<file path="config.mk">
export PLATFORM = sky130hd
export DESIGN_NAME = riscv_mem_arbiter
export DESIGN_NICKNAME = d
export VERILOG_FILES = /design/src/rtl/riscv_mem_arbiter.sv
export SDC_FILE = /design/constraint.sdc
export NUM_CORES = 1
export LEC_CHECK = 0
export CORE_AREA = 2 2 268 270
export DETAILED_ROUTE_END_ITERATION = 10
export DIE_AREA = 0 0 270 272
export PLACE_DENSITY = 0.52
export REMOVE_ABC_BUFFERS = 1
export SETUP_SLACK_MARGIN = 0.02
export SYNTH_ARGS = -nofsm -noshare
export SYNTH_HDL_FRONTEND = slang
export SYNTH_SLANG_ARGS = --single-unit
</file>
<file path="constraint.sdc">
create_clock -name i_riscv_clk -period 10.9 [get_ports i_riscv_clk]
set_input_delay 2.18 -clock i_riscv_clk [delete_from_list [all_inputs] [get_ports i_riscv_clk]]
set_output_delay 2.18 -clock i_riscv_clk [all_outputs]
set_load 0.02 [all_outputs]
</file>
<file path="src/rtl/riscv_mem_arbiter.sv">
// riscv_mem_arbiter: round-robin arbiter that lets several cache refill
// requesters share one block memory port. One transaction is in flight at a
// time: IDLE picks a winner, BUSY drives memory from latched values, RESP
// pulses the winner's ready.
// Optional build macro RISCV_ARB_PERF_CNT_EN adds per-port 32-bit grant
// counters on o_riscv_arb_grant_cnt.
module riscv_mem_arbiter #(
    parameter int NUM_PORTS  = 2,
    parameter int DATA_WIDTH = 128,
    parameter int S_ADDR     = 10
) (
    input  logic                             i_riscv_clk,
    input  logic                             i_riscv_rst,
    input  logic [NUM_PORTS-1:0]             i_riscv_arb_rden,
    input  logic [NUM_PORTS-1:0]             i_riscv_arb_wren,
    input  logic [NUM_PORTS*S_ADDR-1:0]      i_riscv_arb_addr,
    input  logic [NUM_PORTS*DATA_WIDTH-1:0]  i_riscv_arb_wdata,
    output logic [NUM_PORTS-1:0]             o_riscv_arb_ready,
    output logic [DATA_WIDTH-1:0]            o_riscv_arb_rdata,
    output logic                             o_riscv_arb_mem_rden,
    output logic                             o_riscv_arb_mem_wren,
    output logic [S_ADDR-1:0]                o_riscv_arb_mem_addr,
    output logic [DATA_WIDTH-1:0]            o_riscv_arb_mem_wdata,
    input  logic [DATA_WIDTH-1:0]            i_riscv_arb_mem_rdata,
    input  logic                             i_riscv_arb_mem_ready
`ifdef RISCV_ARB_PERF_CNT_EN
    ,
    output logic [NUM_PORTS*32-1:0]          o_riscv_arb_grant_cnt
`endif
);

    localparam int PTR_W = $clog2(NUM_PORTS);

    typedef enum logic [1:0] {IDLE, BUSY, RESP} state_t;

    state_t                 state;
    state_t                 state_nxt;
    logic [NUM_PORTS-1:0]   req;
    logic                   any_req;
    logic [PTR_W-1:0]       pick;
    logic [PTR_W-1:0]       grant;
    logic [PTR_W-1:0]       last_grant;
    logic [S_ADDR-1:0]      lat_addr;
    logic [DATA_WIDTH-1:0]  lat_wdata;
    logic                   lat_wr;

    assign req     = i_riscv_arb_rden | i_riscv_arb_wren;
    assign any_req = |req;

    // Round-robin search starting one past the last granted port
    always_comb begin : rr_search
        logic        found;
        int unsigned idx;
        logic [PTR_W-1:0] cand;
        found = 1'b0;
        pick  = last_grant;
        idx   = 0;
        cand  = '0;
        for (int unsigned i = 1; i <= NUM_PORTS; i++) begin
            idx  = (32'(last_grant) + i) % NUM_PORTS;
            cand = PTR_W'(idx);
            if (!found && req[cand]) begin
                found = 1'b1;
                pick  = cand;
            end
        end
    end

    // State register; reset abandons any in-flight transaction
    always_ff @(posedge i_riscv_clk or posedge i_riscv_rst) begin
        if (i_riscv_rst) state <= IDLE;
        else             state <= state_nxt;
    end

    // Next-state logic; memory ready only matters while BUSY
    always_comb begin
        state_nxt = state;
        case (state)
            IDLE:    if (any_req) state_nxt = BUSY;
            BUSY:    if (i_riscv_arb_mem_ready) state_nxt = RESP;
            RESP:    state_nxt = IDLE;
            default: state_nxt = IDLE;
        endcase
    end

    // Latch the winner's request and capture read data on completion
    always_ff @(posedge i_riscv_clk or posedge i_riscv_rst) begin
        if (i_riscv_rst) begin
            grant             <= '0;
            last_grant        <= PTR_W'(NUM_PORTS - 1);
            lat_addr          <= '0;
            lat_wdata         <= '0;
            lat_wr            <= 1'b0;
            o_riscv_arb_rdata <= '0;
        end else begin
            if (state == IDLE && any_req) begin
                grant      <= pick;
                last_grant <= pick;
                lat_addr   <= i_riscv_arb_addr[pick*S_ADDR +: S_ADDR];
                lat_wdata  <= i_riscv_arb_wdata[pick*DATA_WIDTH +: DATA_WIDTH];
                // wren wins over rden when a port raises both
                lat_wr     <= i_riscv_arb_wren[pick];
            end
            if (state == BUSY && i_riscv_arb_mem_ready && !lat_wr)
                o_riscv_arb_rdata <= i_riscv_arb_mem_rdata;
        end
    end

    // Outputs: memory side from latched values only, ready pulse in RESP
    always_comb begin
        o_riscv_arb_ready     = '0;
        o_riscv_arb_mem_rden  = (state == BUSY) && !lat_wr;
        o_riscv_arb_mem_wren  = (state == BUSY) && lat_wr;
        o_riscv_arb_mem_addr  = lat_addr;
        o_riscv_arb_mem_wdata = lat_wdata;
        if (state == RESP) o_riscv_arb_ready[grant] = 1'b1;
    end

`ifdef RISCV_ARB_PERF_CNT_EN
    logic [31:0] grant_cnt [NUM_PORTS];

    // Count completed transactions per port, wrapping at 2^32
    always_ff @(posedge i_riscv_clk or posedge i_riscv_rst) begin
        if (i_riscv_rst) begin
            for (int unsigned i = 0; i < NUM_PORTS; i++) grant_cnt[i] <= '0;
        end else if (state == RESP) begin
            grant_cnt[grant] <= grant_cnt[grant] + 32'd1;
        end
    end

    // Flatten counters onto the output bus
    always_comb begin
        for (int unsigned i = 0; i < NUM_PORTS; i++)
            o_riscv_arb_grant_cnt[i*32 +: 32] = grant_cnt[i];
    end
`endif

endmodule

</file>
==> results.md, run 1 <==
- Multi-input gate area: 0.004578 mm^2
- Placed Area: 0.01949 mm^2
- Worst Path Required: 11.25 ns
- Reg2reg start: state[0]
- CTS Buf Count: 35
- Share of the synthesized area in the top cell type: 0.5685
- First-pass GRT wire length: 81810 um
- Initial DRC count: 786
- Total routed wirelength: 55770 um
- Post-place setup slack: 5.635 ns
- Antenna violations before repair: 11
- IO Count: 681
- Worst ir drop on vdd: 0.1258 mV
- Pwr Total: 6.266 mW
- Core footprint: 0.07075 mm^2
- Min setup slack post-route: 6.205 ns
- Distinct cells, synth: 26
- Cell area after synthesis: 0.01189 mm^2
- Vias in the first global route: 12220
- Worst setup SP type: input pin
- Final min period: 4.695 ns
- Post-DP HPWL: 39370 um
- GRT Total Usage: 0.1463
- EDFF count, synth: 0
- PD cells: 304.1 mW/mm^2
- Critical Path Fanout Max: 77
- Wire per inst: 20.73 um
- Nets@finish: 2124
- Critical path's top delay family: buffers and inverters
- Vias: 11851
- Final Hold Vio Count: 0
- Routed Antenna Nets: 0
- Crit-path max cell delay: 0.77 ns
- Worst R2R End: o_riscv_arb_mem_wdata[87]
- Worst Tran Pin Value: 1.253 ns
- Synth Area per Inst: 10.79 um^2
- Register share of total power: 0.293
- Clk slew on worst S/H paths: 0.06 ns
- Buffer and inverter count on the worst path: 2
- Register area share after synthesis: 0.5707
- Arrival time worst endpoint: 5.05 ns
- Post-cts sizing count: 0
- Pins Over Slew Limit: 0
- Die Y: 272 um
- Post-CTS Setup Inserts: 0
- Rows: 98
- Port bufs: 680
- Yosys top cell by area: dfrtp_1
- Final Cycle Share: 0.4308
- Synth async-reset ratio: 1.000
- Outcome: finished, final reports clean
- Fmax achieved: 0.2130 GHz
- Via/cell ratio: 4.406
- Max-Cap Viols: 0
- Top post-synthesis cells by area: dfrtp_1, mux2_2, a31oi_1
- Worst Hold Class: flop to flop
- P_leak: 7.822 nW
- Most common cell in the netlist: dfrtp_1
- WHS Path Cells: 1
- Sw Share: 0.4092
- Hold path endpoint: o_riscv_arb_rdata[29]
- CTS H-tree lvls: 2
- Sink Count: 271
- Hold Crit Start: o_riscv_arb_rdata[29]
- Drt first pass iters: 7
- Hold-fix buffers, CTS: 0
- Critical path class: input pin to flop
- Worst r2r path cells: 4
- Die width: 270 um
- Slowest stage cell, crit path: buf_4
- Ys Warns: 0
- Worst-path cell chain: clkdlybuf4s50_1 > or4_4 > and2_4 > buf_4 > a31oi_1
- Skew final: 0.01712 ns
- CTS tree: done
- Insertion delay to the later sink of the worst-skew pair: 0.54 ns
- Setup violations, final: 0
- Grt ovf: 0
- Largest net degree at the start of global routing: 144
- Clock Root Buffer: clkbuf_16
- Share of cells above drive strength 1: 0.1185
- Filler instances: 7360
- Synth cell count leaders: dfrtp_1, a21oi_1, o21ai_0
- Clock power share: 0.181
- Clock Path Buffers: 3
- Synthesis-to-finish area growth: 73.39%
- Post-route cell area: 0.02061 mm^2
- # DRC: 0
- Int Pwr: 3.702 mW
- Gpl congestion: 0.8363
- Die area: 0.07344 mm^2
- Storage cell area: 0.006783 mm^2
- Psw: 2.565 mW
- Initial core utilization: 0.1680
- Syn Inst Count: 1101
- Max-slew headroom: 0.1649
- Crit. End Element: flop
- Seq cells post-synth: 271
- RSZ-0062 raised after global routing: no
- R2R Setup Slk: 7.85 ns
- Comb pwr share: 0.525
- Post-synth top flop: dfrtp_1
==> stage by stage <==
step                      hold WS, ns  std cells  TNS, ns    util
after global routing           0.5160       2688        0  0.2912
after global placement         0.4883       2626        0  0.2755
after detailed placement       0.4939       2626        0  0.2755
after CTS                      0.5065       2688        0  0.2912
final                          0.5044       2690        0  0.2913
after floorplan                0.5100        980  -135.33       -
==> kinds of logic after synthesis <==
| family | count (synthesis) | synth area share |
|---|---|---|
| simple gates | 154 | 0.06611 |
| compound gates | 424 | 0.1941 |
| buf+inv | 124 | 0.04779 |
| flops | 271 | 0.5707 |
| mux | 128 | 0.1213 |
==> worst reg2reg max path: stages, from the launching register on <==
cell     delay, ns
dfrtp_1       0.43
nor2_4        0.53
and2_4        0.77
buf_4         0.79
a31oi_1       0.36
==> placed cells by master (no fill, tap or decap), types with 2 or more instances in the layout <==
cell type,count
mux2_2,128
buf_4,16
clkbuf_1,10
clkinv_2,5
a21oi_1,143
and3b_1,2
diode_2,2
clkbuf_8,8
dfrtp_1,270
nor2_1,4
clkbuf_16,36
inv_1,2
o21ai_0,139
nand3_1,138
nand2b_1,2
a31oi_1,138
clkdlybuf4s50_1,680
==> registers in the layout (all words and copies together) (netlist names) <==
name	cells
o_riscv_arb_mem_wdata	128
o_riscv_arb_rdata	128
o_riscv_arb_mem_addr	10
state	2
grant	1
last_grant	1
lat_wr	1
==> final cells by class <==
type / instances / area share
inverter: 3 / 0.0009107
tap: 950 / 0.05768
multi-input combinational: 706 / 0.2222
antenna: 2 / 0.0002429
clock inverter: 8 / 0.002854
clock buffer: 54 / 0.05088
timing repair buffer: 696 / 0.3361
sequential: 271 / 0.3291
==> worst max-delay path by stage <==
stage	cells past startpoint	start	slack [ns]	to
final	5	i_riscv_arb_wren[1]	6.20	o_riscv_arb_mem_wdata[87]
after global routing	5	i_riscv_arb_wren[1]	6.07	o_riscv_arb_mem_wdata[113]
after CTS	5	i_riscv_arb_rden[1]	6.23	o_riscv_arb_mem_wdata[42]
after detailed placement	5	i_riscv_arb_rden[1]	5.64	o_riscv_arb_mem_wdata[109]
after global placement	5	i_riscv_arb_rden[1]	5.72	o_riscv_arb_mem_wdata[30]
after floorplan	3	i_riscv_arb_mem_ready	-1.06	o_riscv_arb_rdata[0]
==> layer usage <==
metal | up-vias | share of wire | routed length (um) | track usage
li1 | 5321 | - | - | -
met3 | 95 | 0.097 | 5410 | 0.05633
met5 | - | 0.0019 | 106 | 0
met4 | 18 | 0.040 | 2226 | 0.05863
met2 | 607 | 0.50 | 27720 | 0.2563
met1 | 5810 | 0.36 | 20310 | 0.1584
==> power by group through the flow <==
stage	logic (mW)	clock network, mW	registers, mW
final	3.29	1.14	1.84
after global routing	3.51	1.22	1.91
after CTS	3.36	1.18	1.84
after detailed placement	3.35	0	1.85
after global placement	3.33	0	1.83
after floorplan	1.10	0	2.42
Power figures use the tool's default switching activity.
==> run 2, diff against run 1 <==
Settings changed: CORE_AREA 2 2 268 270 to 2 2 266 268, DIE_AREA 0 0 270 272 to 0 0 268 270, PLACE_DENSITY 0.52 to 0.54.
Clock period 10.9 ns to 4 ns, I/O delays scaled along.
==> results.md, run 2 (synthesized netlist as in run 1, its figures left out) <==
- Outcome: finished, final reports clean
- Insertion delay to the later sink of the worst-skew pair: 0.54 ns (about the same)
- Rows: 97 (-1.0%)
- Setup violations, final: 0 (unchanged)
- P_leak: 7.947 nW (+1.6%)
- Crit. End Element: flop
- Worst setup SP type: input pin
- Die Y: 270 um (-0.74%)
- RSZ-0062 raised after global routing: no
- Gpl congestion: 0.7840 (-6.3%)
- Fin cells: 2699 (+0.33%)
- Crit-path max cell delay: 0.77 ns (about the same)
- Pins Over Slew Limit: 0 (unchanged)
- Die area: 0.07236 mm^2 (-1.5%)
- Placed Cells: 2631 (+0.19%)
- Clock Path Buffers: 3 (unchanged)
- First-pass GRT wire length: 78630 um (-3.9%)
- Final min period: 2.872 ns
- Total routed wirelength: 53940 um (-3.3%)
- Final Cycle Share: 0.7181
- Via/cell ratio: 4.358 (-1.1%)
- Antenna violations before repair: 8 (-3)
- Wire per inst: 19.98 um (-3.6%)
- Die width: 268 um (-0.74%)
- Clk slew on worst S/H paths: 0.06 ns (about the same)
- Post-DP HPWL: 38740 um (-1.6%)
- Synthesis-to-finish area growth: 75.71%
- Slowest stage cell, crit path: or4_4
- Clock Root Buffer: clkbuf_16
- Share of cells above drive strength 1: 0.1277 (+0.009181)
- Max-Cap Viols: 0 (unchanged)
- CTS tree: done
- Worst Tran Pin Value: 1.017 ns (-0.2357 ns)
- Most frequent cells in the layout: clkdlybuf4s50_1, dfrtp_1, a21oi_1, o21ai_0
- GRT Total Usage: 0.1427 (-0.003527)
- CTS H-tree lvls: 2 (unchanged)
- PD cells: 826.1 mW/mm^2 (+170%)
- Fmax achieved: 0.3481 GHz
- Vias: 11763 (-0.74%)
- Nets@finish: 2139 (+0.71%)
- Post-cts sizing count: 0 (unchanged)
- Filler instances: 7144 (-2.9%)
- # DRC: 0 (unchanged)
- Core footprint: 0.06954 mm^2 (-1.7%)
- Fin util: 0.3003 (+0.009033)
- Final Hold Vio Count: 0 (unchanged)
- Largest net degree at the start of global routing: 129 (-10%)
- Vias in the first global route: 12242 (+0.18%)
- Critical Path Fanout Max: 121 (+57%)
- Worst-path cell chain: clkdlybuf4s50_1 > or4_4 > and2_4 > buf_12 > a31oi_1
- Skew final: 0.01246 ns (-0.004663 ns)
- IO Count: 681 (unchanged)
- Max-slew headroom: 0.3202 (+0.1553)
- Sink Count: 271 (unchanged)
- Port bufs: 680 (unchanged)
- Worst Hold Class: flop to flop
- Critical path class: input pin to flop
- Initial core utilization: 0.1709 (+0.002917)
- Worst Path Required: 4.44 ns (-6.81 ns)
- CTS Buf Count: 35 (unchanged)
- Grt ovf: 0 (unchanged)
- Post-CTS Setup Inserts: 0 (unchanged)
- Arrival time worst endpoint: 3.31 ns (-1.74 ns)
- Most common cell after layout, fill and taps aside: clkdlybuf4s50_1
- Worst ir drop on vdd: 0.3293 mV (+160%)
- Initial DRC count: 522 (-34%)
- Drt first pass iters: 5 (-2)
- Hold-fix buffers, CTS: 0 (unchanged)
- Routed Antenna Nets: 0 (unchanged)
## run 2: cell type report
cell class	count	area (um^2)	area share
Antenna cell	5	12.51	0.0005991
Timing Repair Buffer	711	7164	0.3431
Sequential cell	271	6783	0.3248
Clock buffer	50	1013	0.04853
Inverter	3	18.77	0.0008987
Multi-Input combinational cell	706	4578	0.2192
Clock inverter	13	137.6	0.006590
Tap cell	940	1176	0.05632
## run 2: where the power goes
group	switching (mW)	total [mW]	internal [mW]
logic	4.88	9.09	4.21
clock network	1.27	3.17	1.90
registers	0.807	4.99	4.18
total	6.96	17.3	10.3
## run 2: critical path, delay by kind of cell
kind            cells  cell delay [ns]
buf+inv             2             0.72
simple gates        2             1.12
compound gates      1             0.34
## run 2: worst paths after layout
| kind | cells past startpoint | startpoint | end | slack (ns) |
|---|---|---|---|---|
| setup reg to reg | 4 | state[0] | o_riscv_arb_mem_wdata[127] | 1.52 |
| hold reg to reg | 1 | o_riscv_arb_rdata[34] | o_riscv_arb_rdata[34] | 0.50 |
| max in group asynchronous | 3 | i_riscv_rst | o_riscv_arb_rdata[120] | 2.33 |
| min in group asynchronous | 2 | i_riscv_rst | o_riscv_arb_rdata[17] | 0.80 |
| setup / recovery | 5 | i_riscv_arb_rden[1] | o_riscv_arb_mem_wdata[127] | 1.13 |
| hold / removal | 1 | o_riscv_arb_rdata[34] | o_riscv_arb_rdata[34] | 0.50 |
## run 2: stage by stage
stage	setup slack [ns]	setup TNS, ns	hold WS (ns)	power, mW	area, um^2
6_report	1.128	0	0.5034	17.25	20880
5_1_grt	1.149	0	0.5127	18.30	20870
4_1_cts	1.230	0	0.5072	17.56	20870
3_5_place_dp	0.8476	0	0.4945	14.25	19720
3_3_place_gp	0.9005	0	0.4870	14.16	19720
2_1_floorplan	-6.577	-2512.85	0.5100	9.602	11330
## run 2: per-layer routing
layer	routed length [um]	vias to the layer above	global-route usage
li1	-	5350	-
met1	19530	5696	0.1519
met2	26800	609	0.2549
met3	5264	100	0.04823
met4	2296	8	0.06072
met5	49	-	0
==> run 3, diff against run 2 <==
Settings changed: CORE_AREA 2 2 266 268 to 2 2 268 270, DIE_AREA 0 0 268 270 to 0 0 270 272, PLACE_DENSITY 0.54 to 0.52.
Clock period 4 ns to 2.97 ns, I/O delays scaled along.
==> results.md, run 3 (synthesized netlist as in run 1, its figures left out) <==
- Initial core utilization: 0.1680 (-0.002917)
- Via/cell ratio: 4.378 (+0.46%)
- WHS Path Cells: 1 (unchanged)
- Core footprint: 0.07075 mm^2 (+1.7%)
- Worst setup SP type: flop
- CTS tree: done
- Port bufs: 680 (unchanged)
- Fin cells: 2733 (+1.3%)
- Fmax achieved: 0.3895 GHz
- Sink Count: 271 (unchanged)
- Post-CTS Setup Inserts: 0 (unchanged)
- Hold-fix buffers, CTS: 0 (unchanged)
- Share of cells above drive strength 1: 0.1397 (+0.01202)
- Grt ovf: 0 (unchanged)
- Vias: 11966 (+1.7%)
- # DRC: 0 (unchanged)
- Total stage count of the critical path: 3 (-2)
- Int Pwr: 13.85 mW (+35%)
- Clock Path Buffers: 3 (unchanged)
- Total routed wirelength: 56190 um (+4.2%)
- Sw Share: 0.4066 (+0.003174)
- CTS Buf Count: 34 (-2.9%)
- Outcome: finished, final reports clean
- Post-place setup slack: 0.3509 ns (-0.4967 ns)
- Drt first pass iters: 5 (unchanged)
- Critical path's top delay family: buffers and inverters
- Skew final: 0.01674 ns (+0.004286 ns)
- Nets@finish: 2168 (+1.4%)
- Clk slew on worst S/H paths: 0.06 ns (about the same)
- Max-slew headroom: 0.4236 (+0.1034)
- Slowest stage cell, crit path: clkdlybuf4s50_1
- Clock power share: 0.172 (-0.012)
- Final Cycle Share: 0.8644
- P_leak: 8.101 nW (+1.9%)
- Min setup slack post-route: 0.4028 ns (-0.7247 ns)
- Vias in the first global route: 12519 (+2.3%)
- Worst ir drop on vdd: 0.6733 mV (+100%)
- GRT Total Usage: 0.1475 (+0.004724)
- CTS H-tree lvls: 2 (unchanged)
- Antenna violations before repair: 2 (-6)
- Crit. End Element: primary output
- Worst-path cell chain: nand2b_1 > nor2_1 > clkdlybuf4s50_1
- RSZ-0062 raised after global routing: no
- Fin util: 0.2993 (-0.001039)
- Final Hold Vio Count: 0 (unchanged)
- First-pass GRT wire length: 82640 um (+5.1%)
- Worst Tran Pin Value: 0.8647 ns (-0.1523 ns)
- Crit-path max cell delay: 0.63 ns (-0.14 ns)
- Filler instances: 7277 (+1.9%)
- Final min period: 2.567 ns
- Initial DRC count: 624 (+20%)
- Post-DP HPWL: 41700 um (+7.6%)
- Largest net degree at the start of global routing: 143 (+11%)
- Worst r2r path cells: 5 (+1)
- Routed Antenna Nets: 0 (unchanged)
- Die width: 270 um (+0.75%)
- Comb pwr share: 0.537 (+0.010)
- Critical Path Fanout Max: 5 (-96%)
- Die Y: 272 um (+0.74%)
- Psw: 9.491 mW (+36%)
- Synthesis-to-finish area growth: 78.15%
- Most common cell after layout, fill and taps aside: clkdlybuf4s50_1
- Setup violations, final: 0 (unchanged)
- Worst Hold Class: flop to flop
- Clock Root Buffer: clkbuf_16
- Wire per inst: 20.56 um (+2.9%)
- Gpl congestion: 0.8717 (+11%)
- Setup TNS: 0 ns (unchanged)
- Buffer and inverter count on the worst path: 1 (-1)
- Die area: 0.07344 mm^2 (+1.5%)
- IO Count: 681 (unchanged)
- PD cells: 1103 mW/mm^2 (+33%)
- Arrival time worst endpoint: 1.97 ns (-1.34 ns)
- Placed Cells: 2671 (+1.5%)
- Rows: 98 (+1.0%)
- Register share of total power: 0.290 (about the same)
- Insertion delay to the later sink of the worst-skew pair: 0.54 ns (about the same)
- Worst Path Required: 2.38 ns (-2.06 ns)
- Most frequent cells in the layout: clkdlybuf4s50_1, dfrtp_1, a21oi_1, o21ai_0
- Max-Cap Viols: 0 (unchanged)
- Pins Over Slew Limit: 0 (unchanged)
- Critical path class: flop to primary output
- Post-cts sizing count: 0 (unchanged)
[run 3: layout make-up]
cell class	instances	area, um^2	area share
sequential	271	6783	0.3204
clock buffer	50	960.9	0.04538
antenna	1	2.502	0.0001182
inverter	3	18.77	0.0008864
timing repair buffer	741	7540	0.3561
multi-input combinational	706	4578	0.2162
tap	950	1189	0.05614
clock inverter	11	101.3	0.004787
[run 3: path summary, 6_finish.rpt]
check / from / to / slack [ns]
worst max-delay path: state[1] / o_riscv_arb_mem_rden / 0.40
worst min-delay path: o_riscv_arb_rdata[0] / o_riscv_arb_rdata[0] / 0.50
worst max register to register: last_grant / o_riscv_arb_mem_wdata[111] / 0.90
worst min register to register: o_riscv_arb_rdata[0] / o_riscv_arb_rdata[0] / 0.50
max in group asynchronous: i_riscv_rst / o_riscv_arb_mem_wdata[9] / 1.76
min in group asynchronous: i_riscv_rst / o_riscv_arb_rdata[99] / 0.56
[run 3: power groups by stage]
stage | Clock (mW) | Combinational, mW | Sequential (mW)
after floorplan | 0 | 3.69 | 8.87
after global placement | 0 | 12.7 | 6.77
after detailed placement | 0 | 12.7 | 6.80
after CTS | 4.18 | 12.7 | 6.80
after global routing | 4.35 | 13.3 | 7.04
final | 4.03 | 12.5 | 6.78
[run 3: layer usage]
metal	GRT usage	up-vias	routed length, um
met4	0.06126	2	2172
met1	0.1613	5831	20590
met2	0.2602	646	28030
li1	-	5403	-
met3	0.05060	84	5373
met5	0	-	13
[run 3: stage by stage]
step | hold slack (ns) | area (um^2) | total power [mW]
6_report | 0.5034 | 21170 | 23.34
5_1_grt | 0.5170 | 21170 | 24.73
4_1_cts | 0.5070 | 21170 | 23.72
3_5_place_dp | 0.4943 | 20110 | 19.52
3_3_place_gp | 0.4886 | 20110 | 19.42
2_1_floorplan | 0.5100 | 11330 | 12.56
